`config.mk`:
```
export PLATFORM = sky130hd
export DESIGN_NAME = knap_subset_search
export DESIGN_NICKNAME = d
export VERILOG_FILES = /design/src/rtl/knap_subset_search.sv
export SDC_FILE = /design/constraint.sdc
export NUM_CORES = 1
export LEC_CHECK = 0
export CAP_MARGIN = 40
export CORE_UTILIZATION = 54
export DETAILED_ROUTE_END_ITERATION = 6
export GPL_TIMING_DRIVEN = 1
export PLACE_DENSITY = 0.83
export SYNTH_ARGS = -nofsm -noshare
export SYNTH_HDL_FRONTEND = slang
export SYNTH_SLANG_ARGS = --single-unit
```
`constraint.sdc`:
```
create_clock -name clk -period 5.9 [get_ports clk]
set_input_delay 1.18 -clock clk [delete_from_list [all_inputs] [get_ports clk]]
set_output_delay 1.18 -clock clk [all_outputs]
set_load 0.01 [all_outputs]
```
`src/rtl/knap_subset_search.sv`:
```
// knap_subset_search: exhaustive knapsack search over all item subsets in Gray order.
// Build option KNAP_SEARCH_ABORT_EN adds an abort input and an aborted flag.
module knap_subset_search #(
    parameter int N_ITEMS = 7,
    parameter int VAL_W   = 16,
    parameter int WT_W    = 16,
    parameter int ACC_W   = 32,
    localparam int AW     = (N_ITEMS > 1) ? $clog2(N_ITEMS) : 1
) (
    input  logic               clk,
    input  logic               rst_n,
    input  logic               cfg_we,
    input  logic [AW-1:0]      cfg_addr,
    input  logic [VAL_W-1:0]   cfg_value,
    input  logic [WT_W-1:0]    cfg_weight,
    input  logic [ACC_W-1:0]   min_value,
    input  logic [ACC_W-1:0]   max_weight,
    input  logic               start,
`ifdef KNAP_SEARCH_ABORT_EN
    input  logic               abort,
    output logic               aborted,
`endif
    output logic               busy,
    output logic               done,
    output logic               found,
    output logic [N_ITEMS-1:0] best_mask,
    output logic [ACC_W-1:0]   best_value,
    output logic [ACC_W-1:0]   best_weight,
    output logic [N_ITEMS:0]   valid_count
);

    typedef enum logic [1:0] {
        S_IDLE,
        S_INIT,
        S_SCAN,
        S_DONE
    } state_t;

    state_t             r_state;
    state_t             w_next;

    logic [VAL_W-1:0]   r_val [N_ITEMS];
    logic [WT_W-1:0]    r_wt  [N_ITEMS];
    logic [ACC_W-1:0]   r_min;
    logic [ACC_W-1:0]   r_max;
    logic [ACC_W-1:0]   r_tot_v;
    logic [ACC_W-1:0]   r_tot_w;
    logic [N_ITEMS-1:0] r_mask;
    logic [N_ITEMS-1:0] r_k;
    logic [N_ITEMS-1:0] r_best_mask;
    logic [ACC_W-1:0]   r_best_v;
    logic [ACC_W-1:0]   r_best_w;
    logic               r_found;
    logic [N_ITEMS:0]   r_cnt;

    logic [N_ITEMS-1:0] w_kp1;
    logic [AW-1:0]      w_j;
    logic [ACC_W-1:0]   w_item_v;
    logic [ACC_W-1:0]   w_item_w;
    logic               w_abort;
    logic               w_busy;
    logic               w_valid;
    logic               w_better;
    logic               w_last;
    logic               w_eval;
    logic               w_cfg_ok;

`ifdef KNAP_SEARCH_ABORT_EN
    logic r_aborted;
    assign w_abort = abort;
    assign aborted = r_aborted;
`else
    assign w_abort = 1'b0;
`endif

    assign w_busy   = (r_state == S_INIT) || (r_state == S_SCAN);
    assign w_last   = &r_k;
    assign w_kp1    = r_k + N_ITEMS'(1);
    assign w_eval   = (r_state == S_SCAN) && !w_abort;
    assign w_item_v = ACC_W'(r_val[w_j]);
    assign w_item_w = ACC_W'(r_wt[w_j]);
    assign w_cfg_ok = cfg_we && !w_busy && (int'(cfg_addr) < N_ITEMS);

    assign w_valid  = (r_tot_v >= r_min) && (r_tot_w <= r_max);
    // Strictly better only; a full tie keeps the subset found first.
    assign w_better = w_valid && (!r_found || (r_tot_v > r_best_v) ||
                      ((r_tot_v == r_best_v) && (r_tot_w < r_best_w)));

    // Gray step: the bit to flip is the lowest set bit of k+1.
    always_comb begin
        w_j = '0;
        for (int i = N_ITEMS - 1; i >= 0; i--) begin
            if (w_kp1[i]) w_j = AW'(i);
        end
    end

    always_comb begin
        w_next = r_state;
        unique case (r_state)
            S_IDLE: if (start) w_next = S_INIT;
            S_INIT: w_next = w_abort ? S_DONE : S_SCAN;
            S_SCAN: if (w_abort || w_last) w_next = S_DONE;
            S_DONE: w_next = S_IDLE;
        endcase
    end

    always_ff @(posedge clk or negedge rst_n) begin
        if (!rst_n) r_state <= S_IDLE;
        else        r_state <= w_next;
    end

    always_ff @(posedge clk or negedge rst_n) begin
        if (!rst_n) begin
            for (int i = 0; i < N_ITEMS; i++) begin
                r_val[i] <= '0;
                r_wt[i]  <= '0;
            end
        end else if (w_cfg_ok) begin
            r_val[cfg_addr] <= cfg_value;
            r_wt[cfg_addr]  <= cfg_weight;
        end
    end

    always_ff @(posedge clk or negedge rst_n) begin
        if (!rst_n) begin
            r_min       <= '0;
            r_max       <= '0;
            r_tot_v     <= '0;
            r_tot_w     <= '0;
            r_mask      <= '0;
            r_k         <= '0;
            r_best_mask <= '0;
            r_best_v    <= '0;
            r_best_w    <= '0;
            r_found     <= 1'b0;
            r_cnt       <= '0;
        end else begin
            unique case (r_state)
                S_IDLE: begin
                    if (start) begin
                        r_min <= min_value;
                        r_max <= max_weight;
                    end
                end
                S_INIT: begin
                    r_tot_v     <= '0;
                    r_tot_w     <= '0;
                    r_mask      <= '0;
                    r_k         <= '0;
                    r_best_mask <= '0;
                    r_best_v    <= '0;
                    r_best_w    <= '0;
                    r_found     <= 1'b0;
                    r_cnt       <= '0;
                end
                S_SCAN: begin
                    if (w_eval) begin
                        if (w_valid) r_cnt <= r_cnt + (N_ITEMS+1)'(1);
                        if (w_better) begin
                            r_best_mask <= r_mask;
                            r_best_v    <= r_tot_v;
                            r_best_w    <= r_tot_w;
                            r_found     <= 1'b1;
                        end
                        if (!w_last) begin
                            r_k         <= w_kp1;
                            r_mask[w_j] <= ~r_mask[w_j];
                            if (r_mask[w_j]) begin
                                r_tot_v <= r_tot_v - w_item_v;
                                r_tot_w <= r_tot_w - w_item_w;
                            end else begin
                                r_tot_v <= r_tot_v + w_item_v;
                                r_tot_w <= r_tot_w + w_item_w;
                            end
                        end
                    end
                end
                S_DONE: ;
            endcase
        end
    end

`ifdef KNAP_SEARCH_ABORT_EN
    always_ff @(posedge clk or negedge rst_n) begin
        if (!rst_n)                    r_aborted <= 1'b0;
        else if (r_state == S_INIT)    r_aborted <= w_abort;
        else if (r_state == S_SCAN &&
                 w_abort)              r_aborted <= 1'b1;
    end
`endif

    assign busy        = w_busy;
    assign done        = (r_state == S_DONE);
    assign found       = r_found;
    assign best_mask   = r_best_mask;
    assign best_value  = r_best_v;
    assign best_weight = r_best_w;
    assign valid_count = r_cnt;

endmodule

```
==> summary.txt, run 1 <==
Power
  • Pwr Density: 649 nW/um^2
  • Power, Total: ~21 mW
  • Peak supply drop: approximately 0.32 mV
  • LEAKAGE: around 15 nW

Die
  • Ports: between 150 and 200
  • Die Span X: between 200 and 250 um
  • Starting Density: 54.9%
  • Die ar.: between 40000 and 50000 sq um
  • Core Rows: 80
  • Core Footprint: 47800 sq um
  • Die height: between 200 and 250 um

Worst hold path
  • Min-Delay Path Class: reg2reg
  • Hold EP: r_tot_v[0]
  • Hold path start: r_tot_v[0]
  • Min-Delay Path Depth: 2

Outcome
  • Status: finished, violations left
  • Failing checks: DRC

Detailed routing
  • Initial DRC count: between 1.5k and 2k
  • DRT Pass-1 Iters: 7
  • Residual DRC: 3
  • Remaining antenna violation count: 0
  • Wirelength per Cell: 20.8 um
  • Drt via density: 6.14
  • DRT Wirelength: 71300 um
  • Vias post-DR: 21.1k

Clock network
  • CTS tree: built
  • Htree depth: 2
  • CTS Buf Count: 49
  • Clock Pin Slew Worst Setup and Hold Paths: ~60 ps
  • # hold bufs at CTS: 0
  • CTS Buffer Depth: 3
  • CTS sink cnt: around 450
  • Clk Latency, worst-skew pair: approximately 610 ps
  • Root buffer cell: clkbuf_16

Logic synthesis
  • Main flop type after synthesis: dfrtp_1
  • Number of synthesized register bits: roughly 450
  • Syn nets: between 2k and 3k
  • Post-synthesis sequential area ratio: a little over two fifths
  • Mapped cell area: between 20000 and 30000 sq um
  • Top cell type's share of synthesized area: between 40 and 50%
  • Top-count cell post-synth: dfrtp_1
  • Top cells by count, synth: dfrtp_1, mux2_2, inv_1
  • Mean Syn Cell Area: about 11 sq um
  • Post-synth EDFFs: 0
  • Synthesized instance count: 2480
  • Leading area contributor after synthesis: dfrtp_1
  • Post-synth ARST share: 100%
  • Top cells by area, synth: dfrtp_1, mux2_2, ha_1
  • Yosys warns: 0
  • Post-synth cell types: slightly above 90

GRT
  • Initial antenna violation count: 0
  • Largest net degree at the start of global routing: around 170
  • First-pass GRT wire length: about 120000 um
  • Overflow after GRT: 0
  • Total track usage: ~29%
  • Vias in the first global route: 22.0k

Placed design
  • Input/output buffers: about 180
  • Placed Instances: 3337
  • Dpl hpwl: between 50000 and 60000 um
  • Routability cong.: roughly 0.87

Layout
  • Area delta synth->final: 21.3%
  • Util after Layout: roughly 67%
  • Fillers: about 3.5k
  • Finished Layout Cells: 3434
  • Layout Nets: approximately 3.1k
  • Share of post-route cells with drive strength above 1: approximately 22%

STA
  • Fin crit share: between 90 and 100%
  • Slew headroom: 39.1%
  • Final hold violation count: 0
  • Fin. max-slew vios: 0
  • Worst hold slack: approximately 500 ps
  • Setup TNS: 0 ps
  • Final Skew: between 15 and 20 ps
  • Final setup viols: 0
  • RSZ-0062 raised after global routing: true
  • Fin crit period: roughly 5900 ps
  • Measured slew at the worst slew-check pin: 913 ps
  • Max Clk Rate: 171 MHz

Critical path
  • Reg2Reg Depth: 24
  • Crit. End Element: register
  • Cells along the critical path: buf_6 -> xnor2_2 -> a31oi_4 -> nor2b_2 -> buf_4 -> a22o_1 -> a222oi_1 -> o221ai_2 -> nor4b_4 -> buf_4 -> and4b_1 -> a21oi_1 -> xor2_1 -> ha_1 -> a21o_1 -> a21o_1 -> a221o_1 -> and2_1 -> nor3_2 -> o31ai_2 -> or4_1 -> a31oi_2 -> xor2_1 -> o21ai_1
  • Arr. time, crit path: between 6000 and 7000 ps
  • Req. time, crit path: around 6400 ps
  • Slowest stage cell, crit path: a222oi_1
  • Critical Path Start Type: register
  • Critical path class: reg2reg
  • Crit Path Max Fanout: 11
  • R2R Path End: r_tot_v[30]
  • Slowest stage delay, CP: ~450 ps
  • Largest delay contributor family on the critical path: compound AO/OA/AOI/OAI gates
  • Buf+Inv Stages, Crit Path: 3
  • Worst R2R Setup Slack: ~35 ps
  • Critical R2R Launch: r_k[1]

Run
  • Max-Cap Viols: 0
what timing repair did:
| action | CTS | global route |
|---|---|---|
| endpoints found under the setup margin | 7 | 22 |
| resized for setup | 10 | 49 |
| buffers inserted | 3 | 10 |
| pin swaps | 4 | 29 |
| cloned | 0 | 0 |
| hold endpoints to repair | 0 | 0 |
flip-flops by register name (all words and copies together), names as in the netlist:
| register | flops |
|---|---|
| r_val | 112 |
| r_wt | 112 |
| best_value | 32 |
| best_weight | 32 |
| r_max | 32 |
| r_min | 32 |
| r_tot_v | 32 |
| r_tot_w | 32 |
| valid_count | 8 |
| best_mask | 7 |
| r_k | 7 |
| r_mask | 7 |
| r_state | 2 |
| found | 1 |
worst reg2reg max path: stages (launching register included):
cell and delay, ps:
dfrtp_1 430, buf_6 170, xnor2_2 210, a31oi_4 160, nor2b_2 250, buf_4 210, a22o_1 270, a222oi_1 450
o221ai_2 240, nor4b_4 310, buf_4 180, and4b_1 210, a21oi_1 80, xor2_1 140, ha_1 320, a21o_1 190
a21o_1 170, a221o_1 350, and2_1 200, nor3_2 190, o31ai_2 100, or4_1 450, a31oi_2 220, xor2_1 170
o21ai_1 70
layout make-up:
cell class | instances | area, sq um | share of cell area [%]
Clock inverter | 16 | 309 | 0.970
Inverter | 224 | 841 | 2.64
Multi-Input combinational cell | 1687 | 13900 | 43.6
Sequential cell | 448 | 11200 | 35.2
Clock buffer | 67 | 1330 | 4.19
Tap cell | 615 | 769 | 2.42
Antenna cell | 1 | 2.50 | 0.00786
Timing Repair Buffer | 376 | 3490 | 11.0
cells in the final DEF (no fill, tap or decap), types with 12 or more instances in the layout:
cell type	count
mux2i_1	85
clkbuf_1	14
o21a_1	16
clkdlybuf4s50_1	183
inv_1	223
buf_4	174
nand4_1	30
o21ai_0	135
nor3_1	12
a22oi_1	12
a21o_1	81
a21oi_1	84
a211oi_1	14
ha_1	199
nand2_1	163
and3_1	14
nor2_1	60
nand3_1	86
clkbuf_16	49
xor2_1	45
xnor2_1	38
nand2b_1	14
o21ai_1	17
dfrtp_1	446
mux2_2	294
a22o_1	16
nor2b_1	18
a222oi_1	33
o211ai_1	16
metal layers:
| layer | wire [um] | global-route usage [%] |
|---|---|---|
| met4 | 2270 | 11.3 |
| met1 | 29600 | 37.7 |
| met5 | 0 | 0 |
| met2 | 34400 | 48.7 |
| met3 | 5070 | 4.39 |
cell families (layout without fill, tap and decap cells):
family | count (synthesis) | in the layout | share of synthesized area (%)
other | 0 | 1 | 0
multiplexers | 380 | 380 | 15.9
XOR/XNOR | 84 | 84 | 2.83
AO/OA/AOI/OAI | 554 | 554 | 14.5
adder cells (fa/ha/maj) | 204 | 204 | 9.78
AND/OR/NAND/NOR | 465 | 465 | 8.91
buffers and inverters | 345 | 683 | 5.36
flip-flops | 448 | 448 | 42.7
metrics by stage:
| stage | setup WS, ps | area, sq um |
|---|---|---|
| global route | -208 | 31800 |
| detailed placement | -228 | 29900 |
| CTS | -55.2 | 31600 |
| floorplan | 104 | 26300 |
| finish | 35.4 | 31900 |
| global placement | 10.5 | 29800 |
power breakdown:
| group | switching, mW | internal [mW] | leakage (nW) |
|---|---|---|---|
| Sequential | 1.01 | 4.39 | 5.64 |
| Combinational | 6.25 | 5.86 | 8.73 |
| Clock | 1.26 | 1.93 | 0.796 |
| Total | 8.51 | 12.2 | 15.2 |
worst max-delay path by stage:
| stage | start | end | slack, ps | depth (start not counted) |
|---|---|---|---|---|
| floorplan | r_k[1] | r_tot_v[30] | 100 | 24 |
| global route | r_k[1] | r_tot_v[30] | -210 | 24 |
| CTS | r_k[0] | r_tot_v[30] | -60 | 26 |
| finish | r_k[1] | r_tot_v[30] | 40 | 24 |
| global placement | r_k[0] | r_tot_v[30] | 10 | 25 |
| detailed placement | r_k[0] | r_tot_v[30] | -230 | 25 |
Note: power is estimated with default switching activity, not from simulation.
==> run 2, diff against run 1 <==
CAP_MARGIN = unset   (was 40)
==> summary.txt, run 2 (synthesis results as in run 1) <==
Outcome
  • Status: finished, violations left
  • Failing checks: DRC, setup timing

STA
  • Fin crit share: 100% (+0.93 points)
  • Fin crit period: 5920 ps (+55.0 ps)
  • Fin. max-slew vios: 0 (unchanged)
  • Final Skew: 15.4 ps (-3.93 ps)
  • Slew headroom: 22.3% (-17 points)
  • Final setup viols: 1 (+1)
  • RSZ-0062 raised after global routing: true
  • Final WS setup: -19.6 ps (-55.0 ps)
  • Max Clk Rate: 169 MHz (-0.93%)
  • Final hold violation count: 0 (unchanged)
  • Setup TNS: -19.6 ps (-19.6 ps)
  • Measured slew at the worst slew-check pin: 1170 ps (+252 ps)

GRT
  • Initial antenna violation count: 1 (+1)
  • First-pass GRT wire length: 114000 um (-1.3%)
  • GR peak layer: met2
  • Grt met2 use: 47.2% (-1.5 points)
  • Met3 Use GR: 5.14% (+0.75 points)
  • Vias in the first global route: 21.8k (-1.2%)
  • Overflow after GRT: 0 (unchanged)
  • Met1 usage: 37.7% (about the same)
  • Total track usage: 28.7% (-0.28 points)
  • Largest net degree at the start of global routing: 169 (unchanged)

Detailed routing
  • Wirelength per Cell: 20.6 um (-0.93%)
  • DRT Pass-1 Iters: 7 (unchanged)
  • DRT Wirelength: 70600 um (-0.96%)
  • Vias post-DR: 20.9k (-0.87%)
  • Remaining antenna violation count: 0 (unchanged)
  • Residual DRC: 4 (+1)
  • Initial DRC count: 1752 (+6.3%)
  • Drt via density: 6.08 (-0.84%)

Worst hold path
  • Min-Delay Path Depth: 1 (-1)
  • Min-Delay Path Class: reg2reg
  • Hold EP: r_wt[98]
  • Hold path start: r_wt[98]

Placed design
  • Placed Instances: 3331 (-0.18%)
  • Routability cong.: 0.871 (unchanged)
  • Dpl hpwl: 49500 um (-1.9%)
  • Place WS: -230 ps (-2.24 ps)
  • Input/output buffers: 184 (unchanged)

Layout
  • Fillers: 3552 (+0.45%)
  • Area delta synth->final: 20.7%
  • Finished Layout Cells: 3433 (-0.029%)
  • Share of post-route cells with drive strength above 1: 22.2% (-0.099 points)
  • Layout Nets: 3089 (-0.13%)
  • Most common cell after layout, fill and taps aside: dfrtp_1
  • Multi-input gate area: 13900 sq um (about the same)
  • Most frequent cells in the layout: dfrtp_1, mux2_2, inv_1
  • Largest regs: r_val (112), r_wt (112)
  • Util after Layout: 66.2% (-0.34 points)
  • Sequential cell area: 11200 sq um (unchanged)

Clock network
  • CTS Buffer Depth: 3 (unchanged)
  • Root buffer cell: clkbuf_16
  • Clk Latency, worst-skew pair: 600 ps (about the same)
  • CTS sink cnt: 448 (unchanged)
  • Htree depth: 2 (unchanged)
  • CTS Buf Count: 48 (-2.0%)
  • # hold bufs at CTS: 0 (unchanged)
  • CTS tree: built
  • Clock Pin Slew Worst Setup and Hold Paths: 60 ps (about the same)

Critical path
  • Crit Path Max Fanout: 9 (-2)
  • Slowest stage cell, crit path: or4_1
  • Req. time, crit path: 6340 ps (-40 ps)
  • Critical path class: reg2reg
  • Arr. time, crit path: 6360 ps (+20 ps)
  • Critical Path Start Type: register
  • Crit. End Element: register
  • Slowest stage delay, CP: 540 ps (+90 ps)
  • Largest delay contributor family on the critical path: simple AND/OR/NAND/NOR gates
  • Critical R2R Launch: r_k[0]
  • Buf+Inv Stages, Crit Path: 3 (unchanged)
  • R2R Path End: r_tot_v[30]
  • Reg2Reg Depth: 27 (+13%)
  • Worst R2R Setup Slack: -20 ps (-50 ps)

Power
  • Peak supply drop: 0.354 mV (+9.5%)
  • LEAKAGE: 15.1 nW (-0.36%)
  • Pwr Density: 647 nW/um^2 (-0.36%)
  • Power, Total: 20.5 mW (-0.86%)

Die
  • Die Span X: 222 um (unchanged)
  • Ports: 185 (unchanged)
  • Starting Density: 54.9% (unchanged)
  • Die ar.: 49500 sq um (unchanged)
  • Core Rows: 80 (unchanged)
  • Core Footprint: 47800 sq um (unchanged)
  • Die height: 222 um (unchanged)

Run
  • Max-Cap Viols: 0 (unchanged)
## run 2: cell types whose count changed in the layout (fill, tap and decap cells not counted), moves of 2 or more
cell	delta
bufinv_16	-4
buf_16	-4
clkinv_8	-2
clkbuf_8	+7
o31ai_1	+2
## run 2: stage by stage
stage / hold slack, ps / area [sq um]
floorplan: 469 / 26300
detailed placement: 490 / 29800
CTS: 503 / 31400
global route: 509 / 31700
global placement: 482 / 29800
finish: 504 / 31700
## run 2: worst register-to-register path: stages, from the launching register on
cell	delay, ps
dfrtp_2	440
ha_4	190
and3b_1	190
o32a_4	190
o21a_4	200
buf_6	110
o21a_4	230
buf_4	150
buf_4	180
nand2_1	260
o221ai_2	200
nor4b_4	340
nand3b_1	140
nand2b_4	200
nor2_4	120
ha_4	220
a21oi_2	140
ha_1	270
a21oi_2	150
o21ai_1	80
a31oi_1	240
o211ai_1	140
nor3_2	250
o31ai_1	110
or4_1	540
a31oi_2	240
xor2_1	180
o21ai_1	70
## run 2: routing by layer
| metal | wire [um] | vias to the layer above |
|---|---|---|
| met3 | 4960 | 161 |
| met2 | 33500 | 774 |
| met5 | 0 | - |
| met4 | 2340 | 0 |
| met1 | 29800 | 10400 |
| li1 | - | 9557 |
## run 2: what timing repair did
item,in CTS,in global routing
setup buffers,2,14
pin swaps,5,36
endpoints found under the hold margin,0,0
setup endpoints to repair,6,23
gates resized for setup,8,51
## run 2: worst max-delay path by stage
stage / cells past startpoint / slack, ps / to / startpoint
6_report: 27 / -20 / r_tot_v[30] / r_k[0]
3_5_place_dp: 25 / -230 / r_tot_v[30] / r_k[0]
2_1_floorplan: 24 / 100 / r_tot_v[30] / r_k[1]
4_1_cts: 24 / 5 / r_tot_w[31] / r_k[0]
3_3_place_gp: 25 / 10 / r_tot_v[30] / r_k[0]
5_1_grt: 26 / -280 / r_tot_v[30] / r_k[1]
## run 2: area by class of cell
type,count,area share (%)
Clock buffer,74,4.51
Timing Repair Buffer,373,10.7
Clock inverter,11,0.521
Antenna cell,1,0.00790
Multi-Input combinational cell,1687,43.8
Inverter,224,2.65
Tap cell,615,2.43
Sequential cell,448,35.4
## run 2: report_power, final
| part | total [mW] | internal [mW] | switching [mW] |
|---|---|---|---|
| registers | 5.38 | 4.39 | 0.995 |
| logic | 12.0 | 5.80 | 6.22 |
| clock network | 3.09 | 1.84 | 1.26 |
| total | 20.5 | 12.0 | 8.47 |
==> run 3, diff against run 2 <==
CORE_ASPECT_RATIO = 0.75   (was unset)
PLACE_DENSITY = 0.76   (was 0.83)
==> summary.txt, run 3 (synthesis results as in run 1) <==
Outcome
  • Status: completed

STA
  • Measured slew at the worst slew-check pin: 1020 ps (-142 ps)
  • Setup TNS: 0 ps (+19.6 ps)
  • Fin crit period: 5790 ps (-128 ps)
  • Slew headroom: 31.5% (+9.2 points)
  • Final hold violation count: 0 (unchanged)
  • Max Clk Rate: 173 MHz (+2.2%)
  • Fin crit share: 98.2% (-2.2 points)
  • Final setup viols: 0 (-1)
  • Worst hold slack: 503 ps (-0.851 ps)
  • Final Skew: 25.0 ps (+9.61 ps)
  • RSZ-0062 raised after global routing: true
  • Fin. max-slew vios: 0 (unchanged)
  • Final WS setup: 108 ps (+128 ps)

Critical path
  • Req. time, crit path: 6350 ps (about the same)
  • Arr. time, crit path: 6240 ps (-120 ps)
  • Critical Path Start Type: register
  • Crit Path Max Fanout: 9 (unchanged)
  • Critical path class: reg2reg
  • Crit. End Element: register

Placed design
  • Routability cong.: 0.937 (+7.6%)
  • Dpl hpwl: 49700 um (+0.51%)
  • Input/output buffers: 184 (unchanged)
  • Place WS: -200 ps (+30.5 ps)

Layout
  • Share of post-route cells with drive strength above 1: 22.8% (+0.62 points)
  • Most common cell after layout, fill and taps aside: dfrtp_1
  • Antenna Cells: 0 (-1)
  • Area delta synth->final: 21.3%
  • Most frequent cells in the layout: dfrtp_1, mux2_2, inv_1
  • Fillers: 3505 (-1.3%)
  • Largest regs: r_val (112), r_wt (112)
  • Multi-input gate area: 13900 sq um (about the same)
  • Sequential cell area: 11200 sq um (about the same)
  • Layout Nets: 3107 (+0.58%)

Detailed routing
  • Residual DRC: 0 (-4)
  • Initial DRC count: 1620 (-7.5%)
  • Vias post-DR: 20.8k (-0.66%)
  • DRT Pass-1 Iters: 6 (-1)
  • DRT Wirelength: 70600 um (about the same)
  • Wirelength per Cell: 20.3 um (-1.1%)
  • Drt via density: 5.98 (-1.8%)
  • Remaining antenna violation count: 0 (unchanged)

Clock network
  • CTS tree: built
  • CTS Buf Count: 46 (-4.2%)
  • Htree depth: 2 (unchanged)
  • # hold bufs at CTS: 0 (unchanged)
  • Clock Pin Slew Worst Setup and Hold Paths: 70 ps (about the same)
  • CTS sink cnt: 448 (unchanged)
  • Clk Latency, worst-skew pair: 600 ps (about the same)
  • CTS Buffer Depth: 3 (unchanged)
  • Root buffer cell: clkbuf_16

Die
  • Die Span X: 257 um (+15%)
  • Starting Density: 55.1% (+0.22 points)
  • Core Rows: 69 (-14%)
  • Ports: 185 (unchanged)
  • Die height: 193 um (-13%)
  • Die ar.: 49500 sq um (about the same)
  • Core Footprint: 47700 sq um (-0.40%)

GRT
  • Overflow after GRT: 0 (unchanged)
  • Vias in the first global route: 21.2k (-2.8%)
  • First-pass GRT wire length: 113000 um (-1.1%)
  • Total track usage: 28.4% (-0.29 points)
  • Largest net degree at the start of global routing: 142 (-16%)
  • Initial antenna violation count: 1 (unchanged)

Worst hold path
  • Min-Delay Path Class: reg2reg

Power
  • LEAKAGE: 15.2 nW (+0.49%)
  • Pwr Density: 649 nW/um^2 (+0.32%)
  • Peak supply drop: 0.355 mV (+0.28%)

Run
  • Max-Cap Viols: 0 (unchanged)
==> run 3: routing by layer <==
metal,up-vias,global-route usage [%],wire [um]
met5,-,0,12
li1,9611,-,-
met1,10300,37.4,30700
met4,2,10.1,2120
met2,676,47.8,33700
met3,150,4.64,4080
==> run 3: final cells by class <==
type | count | share of cell area (%)
clock buffer | 67 | 4.18
clock inverter | 14 | 0.546
inverter | 224 | 2.64
multi-input combinational | 1687 | 43.6
sequential | 448 | 35.2
tap | 639 | 2.51
timing repair buffer | 393 | 11.3
==> run 3: worst paths after layout <==
check	slack, ps	start	cells past startpoint	endpoint
setup / recovery	110	r_k[1]	25	r_tot_v[30]
max in group asynchronous	4250	rst_n	2	r_val[42]
hold / removal	500	r_val[38]	1	r_val[38]
setup reg to reg	110	r_k[1]	25	r_tot_v[30]
min in group asynchronous	530	rst_n	1	r_min[20]
hold reg to reg	500	r_val[38]	1	r_val[38]
==> run 3: critical path: stages (launching register included) <==
cell and delay (ps):
dfrtp_2 450, ha_4 190, buf_4 130, a311o_1 430, o31ai_4 110, nor3_4 110, buf_6 160, buf_4 140
a221oi_1 290, o21ai_1 160, buf_4 170, nor4b_4 310, and4b_1 280, a21oi_1 110, xor2_1 160, ha_1 360
a21o_1 210, a21o_1 180, a221o_1 320, and2_4 180, nor3_2 170, o31ai_2 120, or4_1 420, a31oi_1 220
xor2_1 190, o21ai_1 70
==> run 3: stage by stage <==
stage	power, mW	util (%)	instance area, sq um	std cells
2_1_floorplan	12.8	-	26300	2480
3_3_place_gp	16.5	63.0	30000	3380
3_5_place_dp	17.1	63.0	30000	3380
4_1_cts	20.3	66.2	31500	3462
5_1_grt	22.2	66.8	31800	3472
6_report	20.7	66.8	31800	3472
==> run 3: where the power goes <==
part / switching (mW) / internal [mW] / total, mW / leakage [nW]
registers: 1.03 / 4.39 / 5.41 / 5.63
logic: 6.32 / 5.97 / 12.3 / 8.80
clock network: 1.26 / 1.70 / 2.95 / 0.738
==> run 3: timing repair <==
action,CTS,global route
setup buffers,1,10
resized for setup,4,58
setup endpoints to repair,4,27
cloned,0,0
pin swaps,4,30
